===== src/rtl/keypad_scan.sv =====
// 4x4 active-low keypad scanner with frame debounce, ASCII events and a 4-char word.
// Optional KEYPAD_AUTOREPEAT_EN: repeat events while a key stays held.
module keypad_scan #(
  parameter int SCAN_DIV       = 100000,
  parameter int DEBOUNCE_SCANS = 10
) (
  input  logic        clk,
  input  logic        reset_n,
  input  logic [3:0]  row,
  output logic [3:0]  col,
  output logic        key_valid,
  output logic [7:0]  key_code,
  output logic        key_down,
  output logic [31:0] word
);

  localparam int CW = (SCAN_DIV > 1) ? $clog2(SCAN_DIV) : 1;
  localparam logic [CW-1:0] SLOT_END = CW'(SCAN_DIV - 1);
  localparam logic [7:0] DB_N = 8'(DEBOUNCE_SCANS);

  typedef enum logic [1:0] {
    S_IDLE,
    S_PRESS_DB,
    S_HELD,
    S_RELEASE_DB
  } state_t;

  state_t        state, state_n;
  logic [3:0]    row_s1, row_s2;
  logic [CW-1:0] slot_cnt;
  logic [1:0]    col_idx;
  logic [15:0]   hits, cur;
  logic [3:0]    cand, cand_n;
  logic [7:0]    cnt, cnt_n, cnt_inc;
  logic [1:0]    n_hit;
  logic [3:0]    hit_idx;
  logic          sample, frame_end, single;
  logic          accept, rel_done, emit;
  logic [7:0]    cand_ascii;

  function automatic logic [7:0] key_ascii(input logic [3:0] k);
    logic [7:0] a;
    case (k)
      4'd0:    a = 8'h31;
      4'd1:    a = 8'h32;
      4'd2:    a = 8'h33;
      4'd3:    a = 8'h61;
      4'd4:    a = 8'h34;
      4'd5:    a = 8'h35;
      4'd6:    a = 8'h36;
      4'd7:    a = 8'h62;
      4'd8:    a = 8'h37;
      4'd9:    a = 8'h38;
      4'd10:   a = 8'h39;
      4'd11:   a = 8'h63;
      4'd12:   a = 8'h65;
      4'd13:   a = 8'h30;
      4'd14:   a = 8'h66;
      default: a = 8'h64;
    endcase
    return a;
  endfunction

  assign sample     = (slot_cnt == SLOT_END);
  assign frame_end  = sample && (col_idx == 2'd3);
  assign col        = ~(4'b0001 << col_idx);
  assign single     = (n_hit == 2'd1);
  assign cnt_inc    = (cnt == 8'hFF) ? cnt : cnt + 8'd1;
  assign cand_ascii = key_ascii(cand);

  always_ff @(posedge clk or negedge reset_n) begin
    if (!reset_n) begin
      row_s1   <= 4'hF;
      row_s2   <= 4'hF;
      slot_cnt <= '0;
      col_idx  <= 2'd0;
      hits     <= '0;
    end else begin
      row_s1 <= row;
      row_s2 <= row_s1;
      if (sample) begin
        slot_cnt <= '0;
        col_idx  <= col_idx + 2'd1;
        hits     <= frame_end ? 16'h0 : cur;
      end else begin
        slot_cnt <= slot_cnt + 1'b1;
      end
    end
  end

  // Contact map of the frame so far, including the column being sampled now
  always_comb begin
    cur = hits;
    for (int r = 0; r < 4; r++) begin
      if (!row_s2[r]) cur[{2'(r), col_idx}] = 1'b1;
    end
  end

  always_comb begin
    n_hit   = 2'd0;
    hit_idx = 4'd0;
    for (int i = 0; i < 16; i++) begin
      if (cur[i]) begin
        if (n_hit != 2'd2) n_hit = n_hit + 2'd1;
        hit_idx = 4'(i);
      end
    end
  end

`ifdef KEYPAD_AUTOREPEAT_EN
  logic [7:0] rep, rep_n, rep_inc;
  logic       repeat_ev;

  assign rep_inc = rep + 8'd1;

  always_ff @(posedge clk or negedge reset_n) begin
    if (!reset_n) rep <= '0;
    else          rep <= rep_n;
  end
`endif

  always_comb begin
    state_n  = state;
    cand_n   = cand;
    cnt_n    = cnt;
    accept   = 1'b0;
    rel_done = 1'b0;
`ifdef KEYPAD_AUTOREPEAT_EN
    rep_n     = rep;
    repeat_ev = 1'b0;
`endif
    if (frame_end) begin
      unique case (state)
        S_IDLE: begin
          if (single) begin
            state_n = S_PRESS_DB;
            cand_n  = hit_idx;
            cnt_n   = 8'd1;
          end
        end
        S_PRESS_DB: begin
          if (single && hit_idx == cand) begin
            cnt_n = cnt_inc;
            if (cnt_inc >= DB_N) begin
              state_n = S_HELD;
              accept  = 1'b1;
            end
          end else if (single) begin
            cand_n = hit_idx;
            cnt_n  = 8'd1;
          end else begin
            state_n = S_IDLE;
          end
        end
        S_HELD: begin
          if (!cur[cand]) begin
            state_n = S_RELEASE_DB;
            cnt_n   = 8'd1;
`ifdef KEYPAD_AUTOREPEAT_EN
            rep_n = 8'd0;
          end else if (rep_inc == 8'd64) begin
            // Rewind by 16 so later repeats land every 16 frames
            repeat_ev = 1'b1;
            rep_n     = 8'd48;
          end else begin
            rep_n = rep_inc;
`endif
          end
        end
        S_RELEASE_DB: begin
          if (cur[cand]) begin
            state_n = S_HELD;
          end else begin
            cnt_n = cnt_inc;
            if (cnt_inc >= DB_N) begin
              state_n  = S_IDLE;
              rel_done = 1'b1;
            end
          end
        end
        default: state_n = S_IDLE;
      endcase
    end
  end

`ifdef KEYPAD_AUTOREPEAT_EN
  assign emit = accept | repeat_ev;
`else
  assign emit = accept;
`endif

  always_ff @(posedge clk or negedge reset_n) begin
    if (!reset_n) begin
      state     <= S_IDLE;
      cand      <= 4'd0;
      cnt       <= 8'd0;
      key_valid <= 1'b0;
      key_code  <= 8'h20;
      key_down  <= 1'b0;
      word      <= 32'h20202020;
    end else begin
      state     <= state_n;
      cand      <= cand_n;
      cnt       <= cnt_n;
      key_valid <= emit;
      if (emit) begin
        key_code <= cand_ascii;
        word     <= {word[23:0], cand_ascii};
      end
      if (accept)        key_down <= 1'b1;
      else if (rel_done) key_down <= 1'b0;
    end
  end

endmodule

===== config.mk =====
export PLATFORM = sky130hd
export DESIGN_NAME = keypad_scan
export DESIGN_NICKNAME = d
export VERILOG_FILES = /design/src/rtl/keypad_scan.sv
export SDC_FILE = /design/constraint.sdc
export NUM_CORES = 1
export LEC_CHECK = 0
export ABC_CLOCK_PERIOD_IN_PS = 18560
export BUFFER_PORTS_ARGS = -buffer_cell sky130_fd_sc_hd__buf_4
export CAP_MARGIN = 10
export CORE_MARGIN = 5
export CORE_UTILIZATION = 50
export DETAILED_ROUTE_END_ITERATION = 16
export PLACE_DENSITY = 0.78
export SETUP_SLACK_MARGIN = 0.5
export SYNTH_ARGS = -nofsm -noshare
export SYNTH_HDL_FRONTEND = slang
export SYNTH_SLANG_ARGS = --single-unit

===== constraint.sdc =====
create_clock -name clk -period 18.56 [get_ports clk]
set_clock_uncertainty 0.2 [all_clocks]
set_input_delay 0.928 -clock clk [delete_from_list [all_inputs] [get_ports clk]]
set_output_delay 0.928 -clock clk [all_outputs]
set_load 0.01 [all_outputs]

==> run summary, run 1 <==
* **I/O pin count** 52
* **worst setup path class** flip-flop to flip-flop
* **run status** finished, final reports clean
* **post-layout minimum cycle time** 8.62 ns
* **pin count of the biggest net entering global routing** 84
* **worst hold margin** 0.156 ns
* **slowest stage cell on the critical path** sky130_fd_sc_hd__o211ai_1
* **count of cells along the worst hold path** 0
* **crit-path leading delay family** compound AO/OA/AOI/OAI gates
* **Area growth syn-to-layout** 9.29%
* **number of nets at the end of the flow** 750
* **fin area** 6830 sq um
* **post-CTS clock slew at the launch and capture registers of the worst setup and hold paths** 0.06 ns
* **total setup buffers inserted after CTS** 0
* **global-route wire length before repair** 25400 um
* **standard cell area after detailed placement** 6520 sq um
* **relative contribution of sequential cells to total power** 45.1%
* **Diodes inserted** 0
* **synthesized area** 6250 sq um
* **portion of total power attributed to the clock network** 43.5%
* **number of buffers added on ports** 41
* **portion of the clock cycle consumed by the worst path in the final layout** 46.4%
* **most used cell along the critical path** sky130_fd_sc_hd__ha_1
* **Horiz. Die Dim** 122 um
* **total clock buffers created by CTS** 9
* **CTS resizes** 0
* **master cell of the clock root buffer** sky130_fd_sc_hd__clkbuf_16
* **# DRC** 0
* **minimum setup slack after placement** 10.06 ns
* **number of hold violations in the final report** 0
* **TritonCTS sink count** 83
* **switching fraction of total power** 25.4%
* **remaining antenna violation count** 0
* **Iteration-0 DRC Markers** 461
* **vias in the first global route** 5358
* **total area of sequential cells** 2090 sq um
* **setup slack of the worst register-to-register path** 9.94 ns
* **portion of the post-synthesis area used by sequential elements** 33.4%
* **area used by multi-input combinational logic** 3790 sq um
* **crit path setup slack, layout** 9.94 ns
* **count of flip-flops with a built-in enable after synthesis** 0
* **Max-slew headroom** 31.8%
* **Core Region** 12100 sq um
* **number of standard cells after synthesis** 714
* **per-cell via count in the routed design** 6.24
* **Total GRT Usage** 20.4%
* **Worst IR Drop VDD** 0.0762 mV
* **highest achievable clock rate** 0.116 GHz
* **share of total power in combinational logic** 11.4%
* **CTS H-tree depth** 3
* **Critical Path AT** 8.64 ns
* **worst hold endpoint** row_s2[1]$_DFF_PN1_
* **CP Capture Type** flip-flop
* **endpoint of the lowest-slack register-to-register path** word[22]$_DFFE_PN0P_
* **setup repair after global routing missed its margin** false
* **final count of pins violating max slew** 0
* **routed len/inst** 16.4 um
* **synth warn** 0
* **final wirelength** 14700 um
* **path category of the worst min-delay check** flip-flop to flip-flop
* **Final Wtd Congestion** 0.969
* **highest net fanout along the worst path** 24
* **overall overflow remaining after global route** 0
* **worst path required time** 18.58 ns
* **Total Neg Setup Slack** 0 ns
* **launching point of the worst reg2reg path** col_idx[0]$_DFFE_PN0N_
* **Static Leakage** 3.10 nW
* **detailed placement HPWL** 10600 um
* **post-synthesis sequential element count** 83
* **height of the die** 122 um
* **row count** 40
* **die outline area** 14800 sq um
* **Power, Total** 0.406 mW
* **proportion of synthesized flip-flops having asynchronous set or reset** 100%
* **number of detailed-routing iterations run before antenna repair** 6
* **initial antenna violation count** 0
* **Skew-Pair Late Insertion Delay** 0.34 ns
* **share of post-route cells with drive strength above 1** 17.6%
* **startpoint of the tightest hold check path** row_s1[1]$_DFF_PN1_
* **count of cells along the worst register-to-register path** 29
* **CP Launch Type** flip-flop
* **slew at the pin closest to its max-slew limit** 1.02 ns
* **final setup violating endpoints** 0
* **net switching power figure** 0.103 mW
* **total power divided by cell area** 59.5 nW/um^2
* **filler instances** 1080
* **CTS tree** done
* **most used flip-flop cell after synthesis** sky130_fd_sc_hd__dfrtp_1
* **number of maximum-capacitance violations** 0
* **peak per-stage delay on the critical path** 0.82 ns
* **cell internal pwr** 0.303 mW
* **sum of buffers and inverters on the critical path** 3
* **CTS Buffer Depth** 2
* **effective utilization at floorplan** 51.6%
* **count of vias placed by the detailed router** 5620
* **Synth Area per Inst** 8.75 sq um
* **count of cell types in the netlist** 89
* **number of hold-repair buffers added at the cts stage** 0
-- area by class of cell --
type                       count  share of cell area, %
multi-input combinational    558                   55.5
sequential                    83                   30.6
timing repair buffer          43                   4.73
clock buffer                  10                   3.35
tap                          168                   3.08
inverter                      33                   1.81
clock inverter                 6                  0.971
-- per-layer routing --
layer  routed length, um  global-route usage, %  up-vias
met3                 777                   3.57       35
met2                7160                   34.8      213
li1                    -                      -     2675
met5                   0                      0        -
met1                6540                   26.2     2697
met4                 264                   7.07        0
-- metrics by stage --
step / std cells / utilization [%]
final: 901 / 56.4
after global routing: 901 / 56.4
after CTS: 901 / 56.3
after detailed placement: 885 / 53.9
after global placement: 885 / 53.9
after floorplan: 722 / -
-- power groups by stage --
stage	logic (mW)	clock network (mW)	registers (mW)
final	0.0463	0.177	0.183
after global routing	0.0514	0.186	0.183
after CTS	0.0452	0.180	0.183
after detailed placement	0.0449	0	0.186
after global placement	0.0441	0	0.186
after floorplan	0.0364	0	0.186
-- cells in the final DEF (no fill, tap or decap), types with 18 or more instances in the layout --
cell                       n
sky130_fd_sc_hd__nand3_1  32
sky130_fd_sc_hd__inv_1    31
sky130_fd_sc_hd__mux2_4   18
sky130_fd_sc_hd__nor3_1   20
sky130_fd_sc_hd__nand2_1  52
sky130_fd_sc_hd__a31oi_1  25
sky130_fd_sc_hd__dfrtp_1  75
sky130_fd_sc_hd__o21ai_0  32
sky130_fd_sc_hd__a21oi_1  40
sky130_fd_sc_hd__buf_4    43
sky130_fd_sc_hd__nor2_1   64
-- worst register-to-register path, delay by kind of cell, from the launching register on --
kind | cells | cell delay (ns)
AO/OA/AOI/OAI | 11 | 3.10
XOR/XNOR | 1 | 0.12
adder cells (fa/ha/maj) | 3 | 0.95
buffers and inverters | 3 | 0.50
flip-flops | 1 | 0.38
multiplexers | 1 | 0.35
AND/OR/NAND/NOR | 10 | 2.91
-- Yosys cell counts, types with 7 or more instances --
library cell,number,area [sq um]
sky130_fd_sc_hd__mux2_4,18,270
sky130_fd_sc_hd__o22ai_1,7,43.8
sky130_fd_sc_hd__and2_1,8,50.1
sky130_fd_sc_hd__a211oi_1,9,67.6
sky130_fd_sc_hd__nand4_1,16,100
sky130_fd_sc_hd__o211ai_1,12,90.1
sky130_fd_sc_hd__a31oi_1,25,156
sky130_fd_sc_hd__dfstp_2,8,210
sky130_fd_sc_hd__dfrtp_1,75,1880
sky130_fd_sc_hd__xnor2_1,16,140
sky130_fd_sc_hd__nand2_1,52,195
sky130_fd_sc_hd__nor3_1,20,100
sky130_fd_sc_hd__nor4_1,11,68.8
sky130_fd_sc_hd__inv_1,31,116
sky130_fd_sc_hd__mux2_2,10,113
sky130_fd_sc_hd__a21oi_1,40,200
sky130_fd_sc_hd__ha_1,16,200
sky130_fd_sc_hd__buf_4,18,135
sky130_fd_sc_hd__clkbuf_1,17,63.8
sky130_fd_sc_hd__and3_1,11,68.8
sky130_fd_sc_hd__nand3_1,32,160
sky130_fd_sc_hd__or3_1,8,50.1
sky130_fd_sc_hd__o21ai_0,32,160
sky130_fd_sc_hd__a21o_1,14,105
sky130_fd_sc_hd__nor2_1,64,240
sky130_fd_sc_hd__nand2b_1,11,68.8
-- kinds of logic after synthesis --
kind of cell               Yosys count  share of synthesized area, %
xor gates and xnor gates            21                          2.94
and+or+nand+nor                    269                          22.0
adders and majority gates           16                          3.21
buffers and inverters               81                          6.65
other                                2                         0.120
AOI/OAI and AO/OA                  203                          22.7
DFF                                 83                          33.4
muxes                               39                          8.95
-- how the worst max path moves through the flow --
stage / to / cells after the start / from
final: word[22]$_DFFE_PN0P_ / 29 / col_idx[0]$_DFFE_PN0N_
after global placement: word[22]$_DFFE_PN0P_ / 28 / col_idx[1]$_DFFE_PN0N_
after floorplan: word[12]$_DFFE_PN0P_ / 34 / col_idx[1]$_DFFE_PN0N_
after detailed placement: word[22]$_DFFE_PN0P_ / 29 / col_idx[0]$_DFFE_PN0N_
after global routing: key_code[0]$_DFFE_PN0P_ / 29 / col_idx[0]$_DFFE_PN0N_
after CTS: word[22]$_DFFE_PN0P_ / 29 / col_idx[0]$_DFFE_PN0N_
-- registers in the layout, indices dropped and copies added (netlist names) --
name	cells
key_down	1
word	19
cnt	8
state	2
key_code	5
slot_cnt	17
cand	4
row_s1	4
row_s2	4
col_idx	2
hits	16
key_valid	1
Power figures use the tool's default switching activity.
==> run 2: changes to the inputs <==
ABC_CLOCK_PERIOD_IN_PS = 7620   (was 18560)
PLACE_DENSITY = 0.8   (was 0.78)
clock period = 7.62 ns   (was 18.56 ns; I/O delays follow)
==> run 2 against run 1 <==
Critical path depth is 1 lower. Die area stayed put. Combinational power grew to 3.3 times the previous value. Power is 150% higher. Critical path type unchanged. Highest routed layer unchanged.
==> run summary, run 2 (synthesized netlist as in run 1, its figures left out) <==
* **run status** finished, final reports clean
* **Final Wtd Congestion** 0.914
* **count of vias placed by the detailed router** 5927
* **commonest non-fill, non-tap cell in the layout** sky130_fd_sc_hd__dfrtp_1
* **Max-slew headroom** 33.0%
* **most used cell along the critical path** sky130_fd_sc_hd__or4_4
* **crit path setup slack, layout** 0.237 ns
* **fin cells** 940
* **register ranked first by flip-flop count** word
* **final wirelength** 16500 um
* **max layer used** met4
* **vias in the first global route** 5718
* **most frequent cells in the layout** sky130_fd_sc_hd__dfrtp_1 (75), sky130_fd_sc_hd__buf_4 (73), sky130_fd_sc_hd__nor2_1 (64), sky130_fd_sc_hd__nand2_1 (51), sky130_fd_sc_hd__a21oi_1 (36)
* **launching point of the worst reg2reg path** row_s2[0]$_DFF_PN1_
* **overall overflow remaining after global route** 0
* **Regs by FF count** word: 19 flops, slot_cnt: 17 flops, hits: 16 flops
* **worst setup path startpoint** row_s2[0]$_DFF_PN1_
* **final count of pins violating max slew** 0
* **post-CTS clock slew at the launch and capture registers of the worst setup and hold paths** 0.06 ns
* **slew at the pin closest to its max-slew limit** 1.01 ns
* **setup repair after global routing missed its margin** true
* **pin count of the biggest net entering global routing** 84
* **Horiz. Die Dim** 122 um
* **CTS Buffer Depth** 2
* **post-layout minimum cycle time** 7.38 ns
* **minimum setup slack after placement** 0.0380 ns
* **TritonCTS sink count** 83
* **share of post-route cells with drive strength above 1** 28.5%
* **Core Region** 12100 sq um
* **portion of the clock cycle consumed by the worst path in the final layout** 96.9%
* **Critical Path AT** 7.41 ns
* **met3 wire len** 1050 um
* **number of nets at the end of the flow** 789
* **CTS H-tree depth** 3
* **detailed placement HPWL** 11000 um
* **fin area** 7580 sq um
* **number of maximum-capacitance violations** 0
* **number of buffers added on ports** 41
* **initial antenna violation count** 0
* **setup slack of the worst register-to-register path** 0.24 ns
* **total met2 wirelength after detailed routing** 8410 um
* **peak per-stage delay on the critical path** 0.55 ns
* **Iteration-0 DRC Markers** 721
* **Diodes inserted** 0
* **worst setup path class** flip-flop to flip-flop
* **I/O pin count** 52
* **master cell of the clock root buffer** sky130_fd_sc_hd__clkbuf_16
* **slowest stage cell on the critical path** sky130_fd_sc_hd__dfstp_2
* **worst path required time** 7.64 ns
* **sum of buffers and inverters on the critical path** 3
* **highest net fanout along the worst path** 7
* **crit-path leading delay family** simple AND/OR/NAND/NOR gates
* **remaining antenna violation count** 0
* **count of cells along the worst register-to-register path** 28
* **number of placed cells counting well taps** 894
* **effective utilization at floorplan** 51.6%
* **path category of the worst min-delay check** primary input to async pin
* **highest achievable clock rate** 0.135 GHz
* **endpoint of the lowest-slack register-to-register path** key_code[1]$_DFFE_PN0P_
* **number of hold violations in the final report** 0
* **number of detailed-routing iterations run before antenna repair** 7
* **per-cell via count in the routed design** 6.31
* **total power divided by cell area** 133 nW/um^2
* **die outline area** 14800 sq um
* **worst hold margin** 0.00727 ns
* **height of the die** 122 um
* **# DRC** 0
* **Static Leakage** 3.39 nW
* **filler instances** 973
* **total clock buffers created by CTS** 9
* **routed len/inst** 17.6 um
* **final setup violating endpoints** 0
* **CP Launch Type** flip-flop
* **destination of the critical timing path** key_code[1]$_DFFE_PN0P_
* **utilization after layout** 62.6%
* **row count** 40
* **CP Capture Type** flip-flop
* **standard cell area after detailed placement** 6790 sq um
* **max FFs per register** 19
* **Total GRT Usage** 22.7%
* **Area growth syn-to-layout** 21.3%
* **Worst IR Drop VDD** 0.110 mV
* **routed length on met1** 6750 um
* **Skew-Pair Late Insertion Delay** 0.34 ns
* **global-route wire length before repair** 28000 um
* **CTS tree** done
* **cell count along the critical path** 28
==> run 2: cell types whose count changed in the layout (fill, tap and decap cells not counted), sizes merged <==
cell         before  now
dlygate4sd3       0    4
a32o              3    4
bufinv            1    0
clkbuf           10   11
buf              43   77
clkinvlp          3    4
inv              32   31
==> run 2: worst min path at each step <==
stage | start | end | slack [ns] | cells after the start
6_report | reset_n | word[19]$_DFFE_PN0P_ | 0.007 | 1
5_1_grt | reset_n | word[19]$_DFFE_PN0P_ | 0.12 | 1
4_1_cts | reset_n | word[25]$_DFFE_PN0P_ | 0.06 | 1
3_5_place_dp | row_s1[0]$_DFF_PN1_ | row_s2[0]$_DFF_PN1_ | 0.15 | 0
3_3_place_gp | row_s1[0]$_DFF_PN1_ | row_s2[0]$_DFF_PN1_ | 0.15 | 0
2_1_floorplan | reset_n | cand[0]$_DFFE_PN0P_ | -0.11 | 0
==> run 2: area by class of cell <==
type | count | area, sq um | area share [%]
Inverter | 33 | 128 | 1.68
Clock buffer | 11 | 243 | 3.20
Tap cell | 168 | 210 | 2.77
Timing Repair Buffer | 81 | 674 | 8.90
Sequential cell | 83 | 2090 | 27.5
Multi-Input combinational cell | 559 | 4200 | 55.4
Clock inverter | 5 | 36.3 | 0.479
==> run 2: per-layer routing <==
metal | global-route usage (%) | up-vias
met3 | 3.99 | 48
met4 | 5.53 | 0
li1 | - | 2750
met1 | 29.3 | 2885
met5 | 0 | -
met2 | 39.5 | 244
==> run 2: stage by stage <==
| stage | TNS (ns) | total power, mW |
|---|---|---|
| after global placement | 0 | 0.572 |
| after global routing | -0.314 | 1.04 |
| after CTS | 0 | 0.997 |
| after floorplan | 0 | 0.551 |
| final | 0 | 1.00 |
| after detailed placement | 0 | 0.574 |
==> run 2: power by group <==
| part | leakage, nW | switching, mW | total, mW | internal, mW |
|---|---|---|---|---|
| registers | 1.12 | 0.00105 | 0.446 | 0.445 |
| clock network | 0.128 | 0.178 | 0.408 | 0.230 |
| logic | 2.14 | 0.0899 | 0.151 | 0.0609 |
==> run 2: what timing repair did <==
| item | CTS | global route |
|---|---|---|
| endpoints found under the hold margin | 4 | 0 |
| cloned | 3 | 0 |
| resized for setup | 39 | 13 |
| pin swaps | 21 | 5 |
| hold buffers | 4 | 0 |
| setup buffers | 18 | 4 |
| setup endpoints to repair | 35 | 40 |
